[src/rtl/eth_pkt_tx_sched.sv]
// rtl/eth_pkt_tx_sched.sv - round-robin packet scheduler from two prefetch FIFOs into the UDP tx engine
// Optional per-packet header word with per-channel sequence number when ETH_PKT_HDR_EN is defined.
module eth_pkt_tx_sched #(
  parameter int PKT_WORDS = 256,
  parameter int DATA_W    = 32
) (
  input  logic              rd_clk,
  input  logic              rd_rst,
  input  logic              ch0_avail,
  input  logic              ch0_rd_vld,
  input  logic [DATA_W-1:0] ch0_rd_data,
  output logic              ch0_rd_en,
  input  logic              ch1_avail,
  input  logic              ch1_rd_vld,
  input  logic [DATA_W-1:0] ch1_rd_data,
  output logic              ch1_rd_en,
  output logic              tx_start_en,
  output logic [15:0]       tx_byte_num,
  input  logic              tx_req,
  output logic [DATA_W-1:0] tx_data,
  input  logic              tx_done,
  output logic              busy,
  output logic              cur_ch,
  output logic              underrun_err
);

`ifdef ETH_PKT_HDR_EN
  localparam int HDR_WORDS = 1;
`else
  localparam int HDR_WORDS = 0;
`endif
  localparam int REQ_WORDS = PKT_WORDS + HDR_WORDS;
  localparam int CNT_W     = $clog2(REQ_WORDS + 1);
  localparam logic [CNT_W-1:0] CNT_LAST = CNT_W'(REQ_WORDS - 1);
  localparam logic [15:0]      BYTE_NUM = 16'(REQ_WORDS * 4);

  typedef enum logic [1:0] {IDLE, START, STREAM, WAIT_DONE} state_t;

  state_t            state;
  logic [CNT_W-1:0]  word_cnt;
  logic              rr_pref;
  logic              grant_vld;
  logic [DATA_W-1:0] grant_data;
  logic              take_req;
  logic              is_hdr;
  logic              pop;
  logic [15:0]       cur_seq;
  logic [DATA_W-1:0] hdr_word;

  assign tx_byte_num = BYTE_NUM;
  assign grant_vld   = cur_ch ? ch1_rd_vld  : ch0_rd_vld;
  assign grant_data  = cur_ch ? ch1_rd_data : ch0_rd_data;

  // A request coinciding with reset or a premature done must not pop a word we would then drop.
  assign take_req  = (state == STREAM) && tx_req && !tx_done && !rd_rst;
  assign pop       = take_req && !is_hdr && grant_vld;
  assign ch0_rd_en = pop && !cur_ch;
  assign ch1_rd_en = pop && cur_ch;
  assign hdr_word  = DATA_W'({cur_ch, 7'd0, 8'd0, cur_seq});

`ifdef ETH_PKT_HDR_EN
  logic [15:0] seq0;
  logic [15:0] seq1;
  assign is_hdr  = (word_cnt == '0);
  assign cur_seq = cur_ch ? seq1 : seq0;
`else
  assign is_hdr  = 1'b0;
  assign cur_seq = 16'd0;
`endif

  always_ff @(posedge rd_clk) begin
    if (rd_rst) begin
      state        <= IDLE;
      busy         <= 1'b0;
      cur_ch       <= 1'b0;
      rr_pref      <= 1'b0;
      tx_start_en  <= 1'b0;
      tx_data      <= '0;
      underrun_err <= 1'b0;
      word_cnt     <= '0;
`ifdef ETH_PKT_HDR_EN
      seq0         <= 16'd0;
      seq1         <= 16'd0;
`endif
    end else begin
      tx_start_en <= 1'b0;
      case (state)
        IDLE: begin
          if (ch0_avail || ch1_avail) begin
            cur_ch <= (ch0_avail && ch1_avail) ? rr_pref : ch1_avail;
            state  <= START;
            busy   <= 1'b1;
          end
        end
        START: begin
          tx_start_en <= 1'b1;
          word_cnt    <= '0;
          state       <= STREAM;
        end
        STREAM: begin
          if (tx_done) begin
            underrun_err <= 1'b1;
            state        <= IDLE;
            busy         <= 1'b0;
          end else if (tx_req) begin
            word_cnt <= word_cnt + CNT_W'(1);
            if (word_cnt == CNT_LAST)
              state <= WAIT_DONE;
            if (is_hdr) begin
              tx_data <= hdr_word;
            end else if (grant_vld) begin
              tx_data <= grant_data;
            end else begin
              tx_data      <= '0;
              underrun_err <= 1'b1;
            end
          end
        end
        WAIT_DONE: begin
          // Pointer favours the other channel next time both are ready.
          if (tx_done) begin
            rr_pref <= ~cur_ch;
            state   <= IDLE;
            busy    <= 1'b0;
`ifdef ETH_PKT_HDR_EN
            if (cur_ch)
              seq1 <= seq1 + 16'd1;
            else
              seq0 <= seq0 + 16'd1;
`endif
          end
        end
        default: begin
          state <= IDLE;
          busy  <= 1'b0;
        end
      endcase
    end
  end

endmodule

[config.mk]
export PLATFORM = sky130hd
export DESIGN_NAME = eth_pkt_tx_sched
export DESIGN_NICKNAME = d
export VERILOG_FILES = /design/src/rtl/eth_pkt_tx_sched.sv
export SDC_FILE = /design/constraint.sdc
export NUM_CORES = 1
export LEC_CHECK = 0
export ABC_AREA = 1
export BUFFER_PORTS_ARGS = -buffer_cell sky130_fd_sc_hd__buf_4
export CAP_MARGIN = 40
export CORE_UTILIZATION = 50
export CTS_BUF_LIST = sky130_fd_sc_hd__clkbuf_4 sky130_fd_sc_hd__clkbuf_8 sky130_fd_sc_hd__clkbuf_16
export DETAILED_ROUTE_END_ITERATION = 12
export PLACE_DENSITY = 0.93
export SYNTH_ARGS = -nofsm -noshare
export SYNTH_HDL_FRONTEND = slang
export SYNTH_SLANG_ARGS = --single-unit
[constraint.sdc]
create_clock -name rd_clk -period 4.3 [get_ports rd_clk]
set_input_delay 0.86 -clock rd_clk [delete_from_list [all_inputs] [get_ports rd_clk]]
set_output_delay 0.86 -clock rd_clk [all_outputs]
set_load 0.02 [all_outputs]
Yosys cells after proc, flatten, opt, wreduce, memory -nomap -nowiden

Index checks and enable logic that the tools add are counted.

Memory bits (read-only): 0
Bits of input ports: 72
Memory bits (writable): 0
Flip-flop bits (word level): 48
Latch bits: 0
Memories kept: 0
Output and inout bits: 54

Equal/unequal tests: 12
Muxes and demuxes: 20
Bitwise gates (word level): 2
$lt $le $gt $ge: 0
Multipliers: 0
Shifts and indexed selects: 0
Add/subtract/negate cells: 1
Div/mod/pow operators: 0
Reduce and logical (&&, ||, !) cells: 23

Operators by type and width:

| operator            | count |
|---|---|
| $mux 32             | 2 |
| $mux 9              | 2 |
| $pmux 9 s2          | 1 |
| $reduce_and 3->1    | 4 |
| $mux 2              | 5 |
| $ne 2x2->1 const B  | 5 |
| $add 9x1->9 const B | 1 |
| $eq 9x8->1 const B  | 1 |
| $mux 1              | 8 |
| $pmux 2 s4          | 1 |
| $logic_and 1x1->1   | 7 |
| $reduce_bool 2->1   | 3 |
| $eq 2x2->1 const B  | 2 |
| $reduce_and 2->1    | 2 |
| $reduce_and 4->1    | 1 |
| $logic_not 1->1     | 3 |
| $ne 3x2->1 const B  | 1 |
| $ne 3x3->1 const B  | 1 |
| $eq 2x1->1 const B  | 1 |
| $logic_not 2->1     | 1 |
| $ne 2x1->1 const B  | 1 |
| $not 1->1           | 2 |
| $pmux 1 s2          | 1 |
| $reduce_or 2->1     | 1 |
| $logic_or 1x1->1    | 1 |

Depth between registers and ports, before layout

Depth in word-level cells: 6
Mapped depth: 10

Least setup slack after synthesis

No wires, ideal clock.

Kind: input-to-output
Start: input port tx_done
End: output port ch0_rd_en
Path slack: 1761 ps
Data arrival time: 1679 ps
Buffers on the path: 1
Cell stages on the path: 6
Cell sequence: inv_1 > nand3_4 > inv_2 > nand2_4 > buf_6 > nor3_2

Longest elaborated chain between the ends: 5

RTL lines:

| element                         | RTL line | RTL |
|---|---|---|
| start, declared                 | 21       | `input logic tx_done,` |
| $logic_not 1->1                 | 55       | `assign take_req = (state == STREAM) && tx_req && !tx_done && !rd_rst;` |
| $logic_and 1x1->1 (2 in series) | 55       |  |
| $logic_and 1x1->1               | 56       | `assign pop = take_req && !is_hdr && grant_vld;` |
| $logic_and 1x1->1               | 57       | `assign ch0_rd_en = pop && !cur_ch;` |
| end, declared                   | 12       | `output logic ch0_rd_en,` |

Every way passes these cells.

Worst setup path in the final report

Ends and elaborated chain as after synthesis.

==> results_dict.tcl <==
set metrics [dict create \
    viasPerCell 4.89 \
    syn2layout_area_growth_pct 31.4 \
    met3_length_um 426 \
    cts_resized 0 \
    grt_max_degree 40 \
    final_layout_size_suffix_gt1_share_pct 32.5 \
    crit_slowest_cell "nand3_4" \
    postCtsHoldBufs 0 \
    grt_pass1_vias 2423 \
    slew_viol_final 0 \
    ioPinCount 126 \
    fin_cells 553 \
    fin_setup_tns_ns 0 \
    remaining_drc_errors 0 \
    required_ns 3.44 \
    worstPathCellList "buf_4, inv_1, nand3_4, inv_2, nand2_4, nor3_2, buf_4" \
    n_antenna_cell 0 \
    drt-met1-wl_um 2510 \
    top_layer "met4" \
    cts-root-buf "clkbuf_8" \
    timing.reg2reg.setup_slack_ns 2.21 \
    wl_per_cell_um 11.6 \
    rsz0062_at_grt "no" \
    power-per-cell-area_nw_per_um2 278 \
    hp-class "register to register" \
    clock.fmax_ghz 0.307 \
    syn-cell-area_um2 2640 \
    floorplan.initialDensity_pct 51.7 \
    fp.dieW_um 74.7 \
    cts_sinks 48 \
    crit_buf_inv 4 \
    cts_buffers 5 \
    ys_types 24 \
    core_um2 5110 \
    htreeDepth 2 \
    path_class "primary input to output port" \
    status "completed" \
    clkLatencyLatePin_ns 0.29 \
    gp_congestion 0.802 \
    grt_pass1_wl_um 10000 \
    dpl.cell_count 545 \
    syn_avg_cell_area_um2 6.81 \
    dr_wl_met2_um 3370 \
    synth_edf_count 0 \
    arrival_ns 2.40 \
    total_leakage_power_uw 0.00173 \
    ys.flop_type "dfxtp_1" \
    synth_warnings 0 \
    drt_pass1_iterations 5 \
    end_kind "output port" \
    maxCapViolCount 0 \
    ant_nets 0 \
    drt-initial-drc-count 107 \
    num_vias 2705 \
    crit_path_frequent_cell "buf_4" \
    cp-start-kind "primary input" \
    worst_ir_drop_vdd_uv 162 \
    min_period_over_period_pct 75.8 \
    dieHeight_um 74.7 \
    tritoncts "built" \
    synthCells 388 \
    ys_ff_latch 48 \
    slowest_delay_ns 0.36 \
    postSynth.asyncResetShare_pct 0 \
    setup_viol 0 \
    dieArea_um2 5580 \
    grt_usage_pct 23.3 \
    clock_path_buffers 2 \
    grt_overflow_total 0 \
    min_period_ns 3.26 \
    num_rows 26 \
    worst_path_dominant_cell_family "simple AND/OR/NAND/NOR gates" \
    post-cts-setup-buffer-count 0 \
    hold_viol_final 0 \
    numPortBuffers 109 \
    hpwlAfterDp_um 4830 \
    nets 556 \
    crit_fanout 36 \
    finClkSkew_ns 0.00360 \
    maxSlewHeadroom_pct 63.1 \
    clk_pin_slew_worst_paths_ns 0.09 \
    worstMarginPinSlew_ns 0.553 \
    antenna_found_initial 0 \
    synth-seq-area-share_pct 36.4 \
    routed_wirelength_um 6420 \
]
-- synthesized netlist by cell type (3+ instances only) --
cell,number,area share (%)
o21ai_2,28,9.3
a21oi_1,12,2.3
buf_6,4,1.7
buf_4,16,4.5
dfxtp_1,48,36
buf_2,11,2.1
nor2_1,21,3.0
o21ai_0,9,1.7
clkbuf_1,6,0.85
nand2_1,157,22
nand3_1,40,7.6
inv_1,16,2.3
inv_2,3,0.43
-- sequential cells by signal, indices dropped and copies added, names as in the netlist --
| name | count |
|---|---|
| state | 2 |
| busy | 1 |
| underrun_err | 1 |
| tx_start_en | 1 |
| rr_pref | 1 |
| tx_data | 32 |
| cur_ch | 1 |
| word_cnt | 9 |
-- routing by layer --
metal / global-route usage, % / vias to the layer above
met5: 0 / -
met4: 9.01 / 0
met3: 6.83 / 12
met2: 43.5 / 87
met1: 24.6 / 1223
li1: - / 1383
-- tightest hold or removal path, stage by stage (launching register included) --
cell	delay [ns]
dfxtp_1	0.31
inv_1	0.06
a21oi_1	0.05
-- final timing paths --
kind | start | cells after the start | end
worst max-delay path | tx_done | 7 | ch0_rd_en
worst min-delay path | rr_pref | 2 | rr_pref
worst max register to register | cur_ch | 8 | underrun_err
worst min register to register | rr_pref | 2 | rr_pref
-- stage by stage --
step           power (µW)  hold WS, ns  util [%]  setup WS (ns)  cell area, µm²
5_1_grt              1010        0.488      67.9          0.881            3470
6_report              963        0.455      67.9           1.04            3470
4_1_cts               969        0.459      67.9           1.06            3470
3_3_place_gp          687        0.444      66.0           1.14            3370
3_5_place_dp          693        0.445      66.0           1.07            3370
2_1_floorplan         626        0.429         -           1.76            2690
-- placed cells by master (no fill, tap or decap), types with 2 or more instances in the layout --
master	count
o21ai_0	9
clkbuf_8	6
nand3_1	40
o211ai_1	2
conb_1	16
a21oi_1	12
nand2_1	157
clkinvlp_4	2
inv_2	3
o21ai_2	28
nor3_2	2
buf_4	112
inv_1	16
dfxtp_1	48
ha_1	2
nor3_1	2
nor2_1	21
-- area by class of cell --
cell class / instances / area [µm²]
inverters: 19 / 71.3
clock inverters: 2 / 15.0
well taps: 70 / 87.6
repair buffers: 112 / 841
flip-flops and latches: 48 / 961
fillers: 447 / 1640
clock buffers: 6 / 82.6
multi-input cells: 296 / 1410
-- power breakdown --
| group | internal (µW) | total, µW | switching [µW] |
|---|---|---|---|
| clock | 130 | 280 | 149 |
| sequential | 454 | 464 | 10.3 |
| combinational | 86.5 | 219 | 132 |
-- cell families (layout without fill, tap and decap cells) --
logic type      count (synthesis)  in the layout  synth area share (%)
compound gates                 52             52                  14.1
fa+ha+maj                       2              2                 0.947
buf+inv                        58            139                  12.2
flops                          48             48                  36.4
other cells                     2             16                 0.284
simple gates                  226            226                  36.1
(Power assumes the default switching activity.)
